--- src/rtl/axi_mm_patgen_pkg.sv ---
// rtl/axi_mm_patgen_pkg.sv - shared constants, state encoding and seed helper for the pattern generator
package axi_mm_patgen_pkg;
    localparam int LANE_W      = 64;
    localparam int PRBS_W      = 31;
    localparam int PRBS_TAP_HI = 30;
    localparam int PRBS_TAP_LO = 27;
    localparam int IDX_W       = 56;

    typedef enum logic [1:0] {
        ST_IDLE = 2'd0,
        ST_RUN  = 2'd1,
        ST_DONE = 2'd2
    } patgen_state_e;

    // An all-zero LFSR never leaves zero, so that seed is replaced by 1.
    function automatic logic [PRBS_W-1:0] lane_seed(input logic [PRBS_W-1:0] base, input int lane);
        logic [PRBS_W-1:0] s;
        s = base ^ PRBS_W'(lane);
        return (s == '0) ? PRBS_W'(1) : s;
    endfunction
endpackage

--- src/rtl/axi_mm_patgen_if.sv ---
// rtl/axi_mm_patgen_if.sv - beat stream between pattern generator and sink
interface axi_mm_patgen_if #(parameter int AXI_CHNL_NUM = 1);
    logic                          axist_valid;
    logic                          axist_tready;
    logic [64*AXI_CHNL_NUM-1:0]    axist_data;

    modport master (output axist_valid, output axist_data, input axist_tready);
    modport slave  (input axist_valid, input axist_data, output axist_tready);
endinterface

--- src/rtl/axi_mm_prbs31_lane.sv ---
// rtl/axi_mm_prbs31_lane.sv - one PRBS-31 lane producing 64 bits per beat with a 64-step parallel advance
module axi_mm_prbs31_lane
    import axi_mm_patgen_pkg::*;
#(
    parameter logic [PRBS_W-1:0] SEED = 31'h1
) (
    input  logic              wrclk,
    input  logic              rst,
    input  logic              use_seed_i,
    input  logic              adv_i,
    output logic [LANE_W-1:0] data_o
);
    logic [PRBS_W-1:0] lfsr_q;
    logic [PRBS_W-1:0] lfsr_d;
    logic [PRBS_W-1:0] cur;
    logic [PRBS_W-1:0] nxt;

    assign cur = use_seed_i ? SEED : lfsr_q;

    // Bit k of the word is the (k+1)-th bit shifted in from the current state.
    always_comb begin
        logic [PRBS_W-1:0] walk;
        logic              fb;
        walk   = cur;
        data_o = '0;
        for (int k = 0; k < LANE_W; k++) begin
            fb        = walk[PRBS_TAP_HI] ^ walk[PRBS_TAP_LO];
            data_o[k] = fb;
            walk      = {walk[PRBS_W-2:0], fb};
        end
        nxt = walk;
    end

    assign lfsr_d = adv_i ? nxt : cur;

    always_ff @(posedge wrclk) begin
        if (rst) lfsr_q <= SEED;
        else     lfsr_q <= lfsr_d;
    end
endmodule

--- src/rtl/axi_mm_patgen_top.sv ---
// rtl/axi_mm_patgen_top.sv - count-limited or continuous pattern burst with checker FIFO mirror
module axi_mm_patgen_top
    import axi_mm_patgen_pkg::*;
#(
    parameter int          AXI_CHNL_NUM = 1,
    parameter logic [30:0] PRBS_SEED    = 31'h1
) (
    input  logic                        wrclk,
    input  logic                        rst,
    input  logic                        patgen_en,
    input  logic                        cntuspatt_en,
    input  logic [7:0]                  patgen_cnt,
    input  logic                        pat_mode,
    input  logic                        chkr_fifo_full,
    axi_mm_patgen_if.master             axist,
    output logic [64*AXI_CHNL_NUM-1:0]  patgen_din,
    output logic                        patgen_din_wr,
    output logic                        patgen_busy,
    output logic                        patgen_done,
    output logic [15:0]                 patgen_beats
);
    localparam int DW = LANE_W * AXI_CHNL_NUM;

    patgen_state_e    state_q, state_d;
    logic             en_q, cen_q, en_rise_q, cen_rise_q, cen_fall_q;
    logic             mode_q, mode_d, cont_q, cont_d, stop_q, stop_d;
    logic             valid_q, valid_d, din_wr_q;
    logic [7:0]       cnt_q, cnt_d;
    logic [IDX_W-1:0] pres_q, pres_d, idx;
    logic [DW-1:0]    data_q, data_d, din_q, pat_data;
    logic [15:0]      beats_q, beats_d;
    logic             idle, hs, load, use_mode;

    assign idle     = (state_q == ST_IDLE);
    assign hs       = valid_q & axist.axist_tready;
    assign use_mode = idle ? pat_mode : mode_q;
    assign idx      = idle ? '0 : pres_q;

    // Lane sources always hold the next beat not yet presented; loading a beat advances them.
    for (genvar n = 0; n < AXI_CHNL_NUM; n++) begin : g_lane
        logic [LANE_W-1:0] lane_prbs;
        axi_mm_prbs31_lane #(.SEED(lane_seed(PRBS_SEED, n))) u_lane (
            .wrclk      (wrclk),
            .rst        (rst),
            .use_seed_i (idle),
            .adv_i      (load),
            .data_o     (lane_prbs)
        );
        assign pat_data[n*LANE_W +: LANE_W] = use_mode ? lane_prbs : {8'(n), idx};
    end

    always_comb begin
        state_d = state_q;
        mode_d  = mode_q;
        cont_d  = cont_q;
        cnt_d   = cnt_q;
        stop_d  = stop_q;
        valid_d = valid_q;
        data_d  = data_q;
        pres_d  = pres_q;
        beats_d = beats_q;
        load    = 1'b0;
        case (state_q)
            ST_IDLE: begin
                mode_d = pat_mode;
                cnt_d  = patgen_cnt;
                stop_d = 1'b0;
                pres_d = '0;
                if (cen_rise_q) begin
                    cont_d  = 1'b1;
                    beats_d = '0;
                    state_d = ST_RUN;
                    load    = !chkr_fifo_full;
                end else if (en_rise_q) begin
                    cont_d  = 1'b0;
                    beats_d = '0;
                    if (patgen_cnt == 8'd0) begin
                        state_d = ST_DONE;
                    end else begin
                        state_d = ST_RUN;
                        load    = !chkr_fifo_full;
                    end
                end
            end
            ST_RUN: begin
                stop_d = stop_q | (cont_q & cen_fall_q);
                if (hs && beats_q != 16'hFFFF) beats_d = beats_q + 16'd1;
                // A new beat may only be presented once nothing is pending.
                if (!valid_q || hs) begin
                    if (cont_q ? !stop_d : (pres_q < IDX_W'(cnt_q))) load = !chkr_fifo_full;
                    else                                             state_d = ST_DONE;
                end
            end
            ST_DONE: state_d = ST_IDLE;
            default: state_d = ST_IDLE;
        endcase
        if (load) begin
            valid_d = 1'b1;
            data_d  = pat_data;
            pres_d  = idx + IDX_W'(1);
        end else if (hs) begin
            valid_d = 1'b0;
        end
    end

    always_ff @(posedge wrclk) begin
        if (rst) begin
            state_q    <= ST_IDLE;
            en_q       <= 1'b0;
            cen_q      <= 1'b0;
            en_rise_q  <= 1'b0;
            cen_rise_q <= 1'b0;
            cen_fall_q <= 1'b0;
            mode_q     <= 1'b0;
            cont_q     <= 1'b0;
            stop_q     <= 1'b0;
            cnt_q      <= '0;
            pres_q     <= '0;
            valid_q    <= 1'b0;
            data_q     <= '0;
            din_q      <= '0;
            din_wr_q   <= 1'b0;
            beats_q    <= '0;
        end else begin
            state_q    <= state_d;
            en_q       <= patgen_en;
            cen_q      <= cntuspatt_en;
            en_rise_q  <= patgen_en & ~en_q;
            cen_rise_q <= cntuspatt_en & ~cen_q;
            cen_fall_q <= ~cntuspatt_en & cen_q;
            mode_q     <= mode_d;
            cont_q     <= cont_d;
            stop_q     <= stop_d;
            cnt_q      <= cnt_d;
            pres_q     <= pres_d;
            valid_q    <= valid_d;
            data_q     <= data_d;
            din_wr_q   <= hs;
            beats_q    <= beats_d;
            if (hs) din_q <= data_q;
        end
    end

    assign axist.axist_valid = valid_q;
    assign axist.axist_data  = data_q;
    assign patgen_din        = din_q;
    assign patgen_din_wr     = din_wr_q;
    assign patgen_busy       = (state_q != ST_IDLE);
    assign patgen_done       = (state_q == ST_DONE);
    assign patgen_beats      = beats_q;
endmodule

--- src/flat_wrapper.sv ---
// flat-port wrapper written by rule: the top's interface ports become plain ports
module axi_mm_patgen_top_flat import axi_mm_patgen_pkg::*;
#(
    parameter int          AXI_CHNL_NUM = 1,
    parameter logic [30:0] PRBS_SEED    = 31'h1
)
  (wrclk, rst, patgen_en, cntuspatt_en, patgen_cnt, pat_mode, chkr_fifo_full, patgen_din, patgen_din_wr, patgen_busy, patgen_done, patgen_beats, axist_axist_valid, axist_axist_data, axist_axist_tready);
  axi_mm_patgen_if #(.AXI_CHNL_NUM(AXI_CHNL_NUM)) axist_i ();
  input  logic wrclk;
  input  logic rst;
  input  logic patgen_en;
  input  logic cntuspatt_en;
  input  logic [7:0] patgen_cnt;
  input  logic pat_mode;
  input  logic chkr_fifo_full;
  output logic [64*AXI_CHNL_NUM-1:0] patgen_din;
  output logic patgen_din_wr;
  output logic patgen_busy;
  output logic patgen_done;
  output logic [15:0] patgen_beats;
  output wire logic [$bits(axist_i.axist_valid)-1:0] axist_axist_valid;
  output wire logic [$bits(axist_i.axist_data)-1:0] axist_axist_data;
  input wire logic [$bits(axist_i.axist_tready)-1:0] axist_axist_tready;
  assign axist_axist_valid = axist_i.axist_valid;
  assign axist_axist_data = axist_i.axist_data;
  assign axist_i.axist_tready = axist_axist_tready;
  axi_mm_patgen_top #(.AXI_CHNL_NUM(AXI_CHNL_NUM), .PRBS_SEED(PRBS_SEED)) u_core (.wrclk(wrclk), .rst(rst), .patgen_en(patgen_en), .cntuspatt_en(cntuspatt_en), .patgen_cnt(patgen_cnt), .pat_mode(pat_mode), .chkr_fifo_full(chkr_fifo_full), .axist(axist_i), .patgen_din(patgen_din), .patgen_din_wr(patgen_din_wr), .patgen_busy(patgen_busy), .patgen_done(patgen_done), .patgen_beats(patgen_beats));
endmodule
--- config.mk ---
export PLATFORM = sky130hd
export DESIGN_NAME = axi_mm_patgen_top_flat
export DESIGN_NICKNAME = d
export VERILOG_FILES = /design/src/rtl/axi_mm_patgen_pkg.sv /design/src/rtl/axi_mm_patgen_if.sv /design/src/rtl/axi_mm_prbs31_lane.sv /design/src/rtl/axi_mm_patgen_top.sv /design/src/flat_wrapper.sv
export SDC_FILE = /design/constraint.sdc
export NUM_CORES = 1
export LEC_CHECK = 0
export CAP_MARGIN = 10
export CORE_MARGIN = 3
export CORE_UTILIZATION = 39
export CTS_CLUSTER_SIZE = 10
export DETAILED_ROUTE_END_ITERATION = 7
export GPL_TIMING_DRIVEN = 1
export PLACE_DENSITY = 0.62
export SLEW_MARGIN = 20
export SYNTH_ARGS = -nofsm -noshare
export SYNTH_HDL_FRONTEND = slang
export SYNTH_SLANG_ARGS = --single-unit
export TNS_END_PERCENT = 1
--- constraint.sdc ---
create_clock -name wrclk -period 4.3 [get_ports wrclk]
set_input_delay 0.645 -clock wrclk [delete_from_list [all_inputs] [get_ports wrclk]]
set_output_delay 0.645 -clock wrclk [all_outputs]
set_load 0.1 [all_outputs]
==> qor.csv <==
metric,value,unit
cts_buffers,29,
avgViaCountPerCell,5.59,
vias,10600,
clock_skew,11.3,ps
yosysTopAreaCellShare,44.2,%
grt_pass1_wl,53800,um
grt_usage,20.9,%
grt_max_degree,133,
antenna_cells,0,
fillerInstances,2767,
synth_ff_type,dfxtp_1,
ir_drop,0.282,mV
grt_antenna_before_repair,0,
drv_slew,0,
drt_pre_antenna_iters,7,
r2r_slack,1100,ps
final_cell_mix,"nand2_1, dfxtp_1, a21oi_1",
die_y,177,um
grt.overflow.total,0,
slowest_delay,580,ps
postCtsResizedCells,0,
netlist_area,0.0114,mm2
final_cell_count_no_fill,1898,
power.leakage,0.00426,uW
io_pins,163,
seq_area_frac_synth,44.2,%
dp.cells,1862,
clk_latency,540,ps
tightest_slew,1050,ps
arrival,3660,ps
syn_inst,1437,
multi_input_area,0.00577,mm2
reg2reg_from,u_core.state_q[1],
initial_core_util,40.3,%
fin_nets,1539,
crit_slowest_cell,nor4_2,
clock_sink_count,251,
yosys.area.top_type,dfxtp_1,
worst-setup-path-type,flip-flop to flip-flop,
worst_hold_slack,382,ps
final_common_cell,nand2_1,
whs_path_depth,1,
final.setup.tns,0,ps
crit_required,4770,ps
synth_fp_nets,1461,
hold_end,u_core.en_rise_q,
post_cts_buffers,0,
synthDistinctLibCells,54,
area_growth,22.4,%
final_area,0.0139,mm2
min_period,3200,ps
layout-drive-gt1-share,4.74,%
crit_path_end_kind,flip-flop,
power_density,433,mW/mm2
cap_violations,0,
clk_pin_slew,60,ps
place.gp.congestion,0.902,
wl,33400,um
drc,0,
r2r_end,u_core.pres_q[54],
fin_util,49.3,%
grt_setup_unrepaired,no,
post_dp_cell_area,0.0131,mm2
cts-root-buf,clkbuf_16,
start_kind,flip-flop,
final_antenna_net_count,0,
hold_path_class,flip-flop to flip-flop,
die_area,0.0312,mm2
grt_pass1_vias,9797,
finalSetupViolCount,0,
die_w,177,um
hpwl,23000,um
htree_levels,1,
maxSlewHeadroom,29.8,%
timing.fmax,0.313,GHz
timing_hold_violations_final,0,
synth_warnings,0,
ff2ff_path_depth,7,
synth_edf_count,0,
tritoncts,yes,
drt_iter0_markers,743,
clock_path_buffers,3,
rows,61,
period_share,74.3,%
seq_area,0.00503,mm2
core-area,0.0282,mm2
wl_per_cell,17.6,um
synth.area.top_cells,"dfxtp_1, nand2_1, a21oi_1, xnor2_1, o2111ai_1",
portBuffers,162,
path_cells,buf_4 -> o21ai_0 -> nor4_2 -> nand4_1 -> or2_2 -> or4_1 -> a21oi_1,
syn_area_per_cell,7.91,um2
cts_hold_buffers,0,
ys_ff_latch,251,
min_from,u_core.en_q,
outcome,completed,
cp_max_fo,11,
synthArstFlopShare,0,%
through the flow:
step,total power [uW],worst slack [ps]
after CTS,6090,1100
final,6030,1100
after detailed placement,3930,719
after global routing,6320,853
after global placement,3920,792
after floorplan,3580,1550
metal layers:
layer  wire length, um  global-route usage (%)  up-vias
li1                  -                       -     5211
met1             15100                    29.7     4960
met2             15100                    32.7      370
met3              2360                    3.17       68
met4               877                    6.32        0
met5                 0                       0        -
registers in the layout (all words and copies together) (netlist names):
signal and cells:
u_core.axist.axist_data 64, u_core.axist.axist_valid 1, u_core.cen_fall_q 1, u_core.cen_q 1, u_core.cen_rise_q 1, u_core.cnt_q 8, u_core.cont_q 1, u_core.en_q 1
u_core.en_rise_q 1, u_core.g_lane.u_lane.lfsr_q 31, u_core.mode_q 1, u_core.patgen_beats 16, u_core.patgen_din 64, u_core.patgen_din_wr 1, u_core.pres_q 56, u_core.state_q 2
u_core.stop_q 1
power breakdown:
part	total, uW	internal (uW)	leakage, uW	switching [uW]
clock	2150	1240	0.000387	905
combinational	1330	326	0.00184	1010
sequential	2550	2410	0.00203	140
total	6030	3980	0.00426	2050
cells by family after synthesis:
logic type	after synthesis	share of synthesized area, %
AO/OA/AOI/OAI	364	19.6
XOR/XNOR	80	6.16
adder cells (fa/ha/maj)	9	0.990
buffers and inverters	152	5.28
flip-flops	251	44.2
multiplexers	5	0.484
AND/OR/NAND/NOR	576	23.3
critical path, delay by kind of cell, from the launching register on:
kind / cells / cell delay [ps]
buffers and inverters: 1 / 210
AO/OA/AOI/OAI: 2 / 320
AND/OR/NAND/NOR: 4 / 2050
flip-flops: 1 / 540
area by class of cell:
type | count | share of cell area [%]
Clock buffer | 35 | 5.59
Clock inverter | 1 | 0.0629
Inverter | 16 | 0.432
Multi-Input combinational cell | 1034 | 41.5
Sequential cell | 251 | 36.1
Tap cell | 378 | 3.40
Timing Repair Buffer | 183 | 12.9
cells in the mapped netlist, drive strengths merged (2+ instances only):
master and count:
nor2 65, o2111ai 52, nand2b 3, a211oi 23, clkbuf 107, o31ai 7, a211o 7, or4 10
dfxtp 251, and3 11, nor4 20, o21a 3, and2 16, o311ai 2, mux2 4, inv 16
nor3 7, or3 35, xnor2 68, a31oi 2, buf 29, nand4 34, or2 2, o21ai 39
a21oi 198, a311oi 3, and4 8, a21o 2, nand3 42, xor2 12, o211ai 14, a31o 2
nand2 312, ha 9, nor2b 8
how the worst max path moves through the flow:
stage / startpoint / endpoint / slack, ps / cells after the start
floorplan: u_core.axist.axist_valid / u_core.axist.axist_data[30] / 1550 / 9
global placement: patgen_cnt[1] / u_core.axist.axist_data[32] / 790 / 9
detailed placement: patgen_cnt[1] / u_core.axist.axist_data[62] / 720 / 9
CTS: u_core.state_q[1] / patgen_done / 1100 / 3
global route: u_core.pres_q[3] / u_core.axist.axist_data[20] / 850 / 9
finish: u_core.state_q[1] / u_core.pres_q[54] / 1100 / 7
Note: power is estimated with default switching activity, not from simulation.
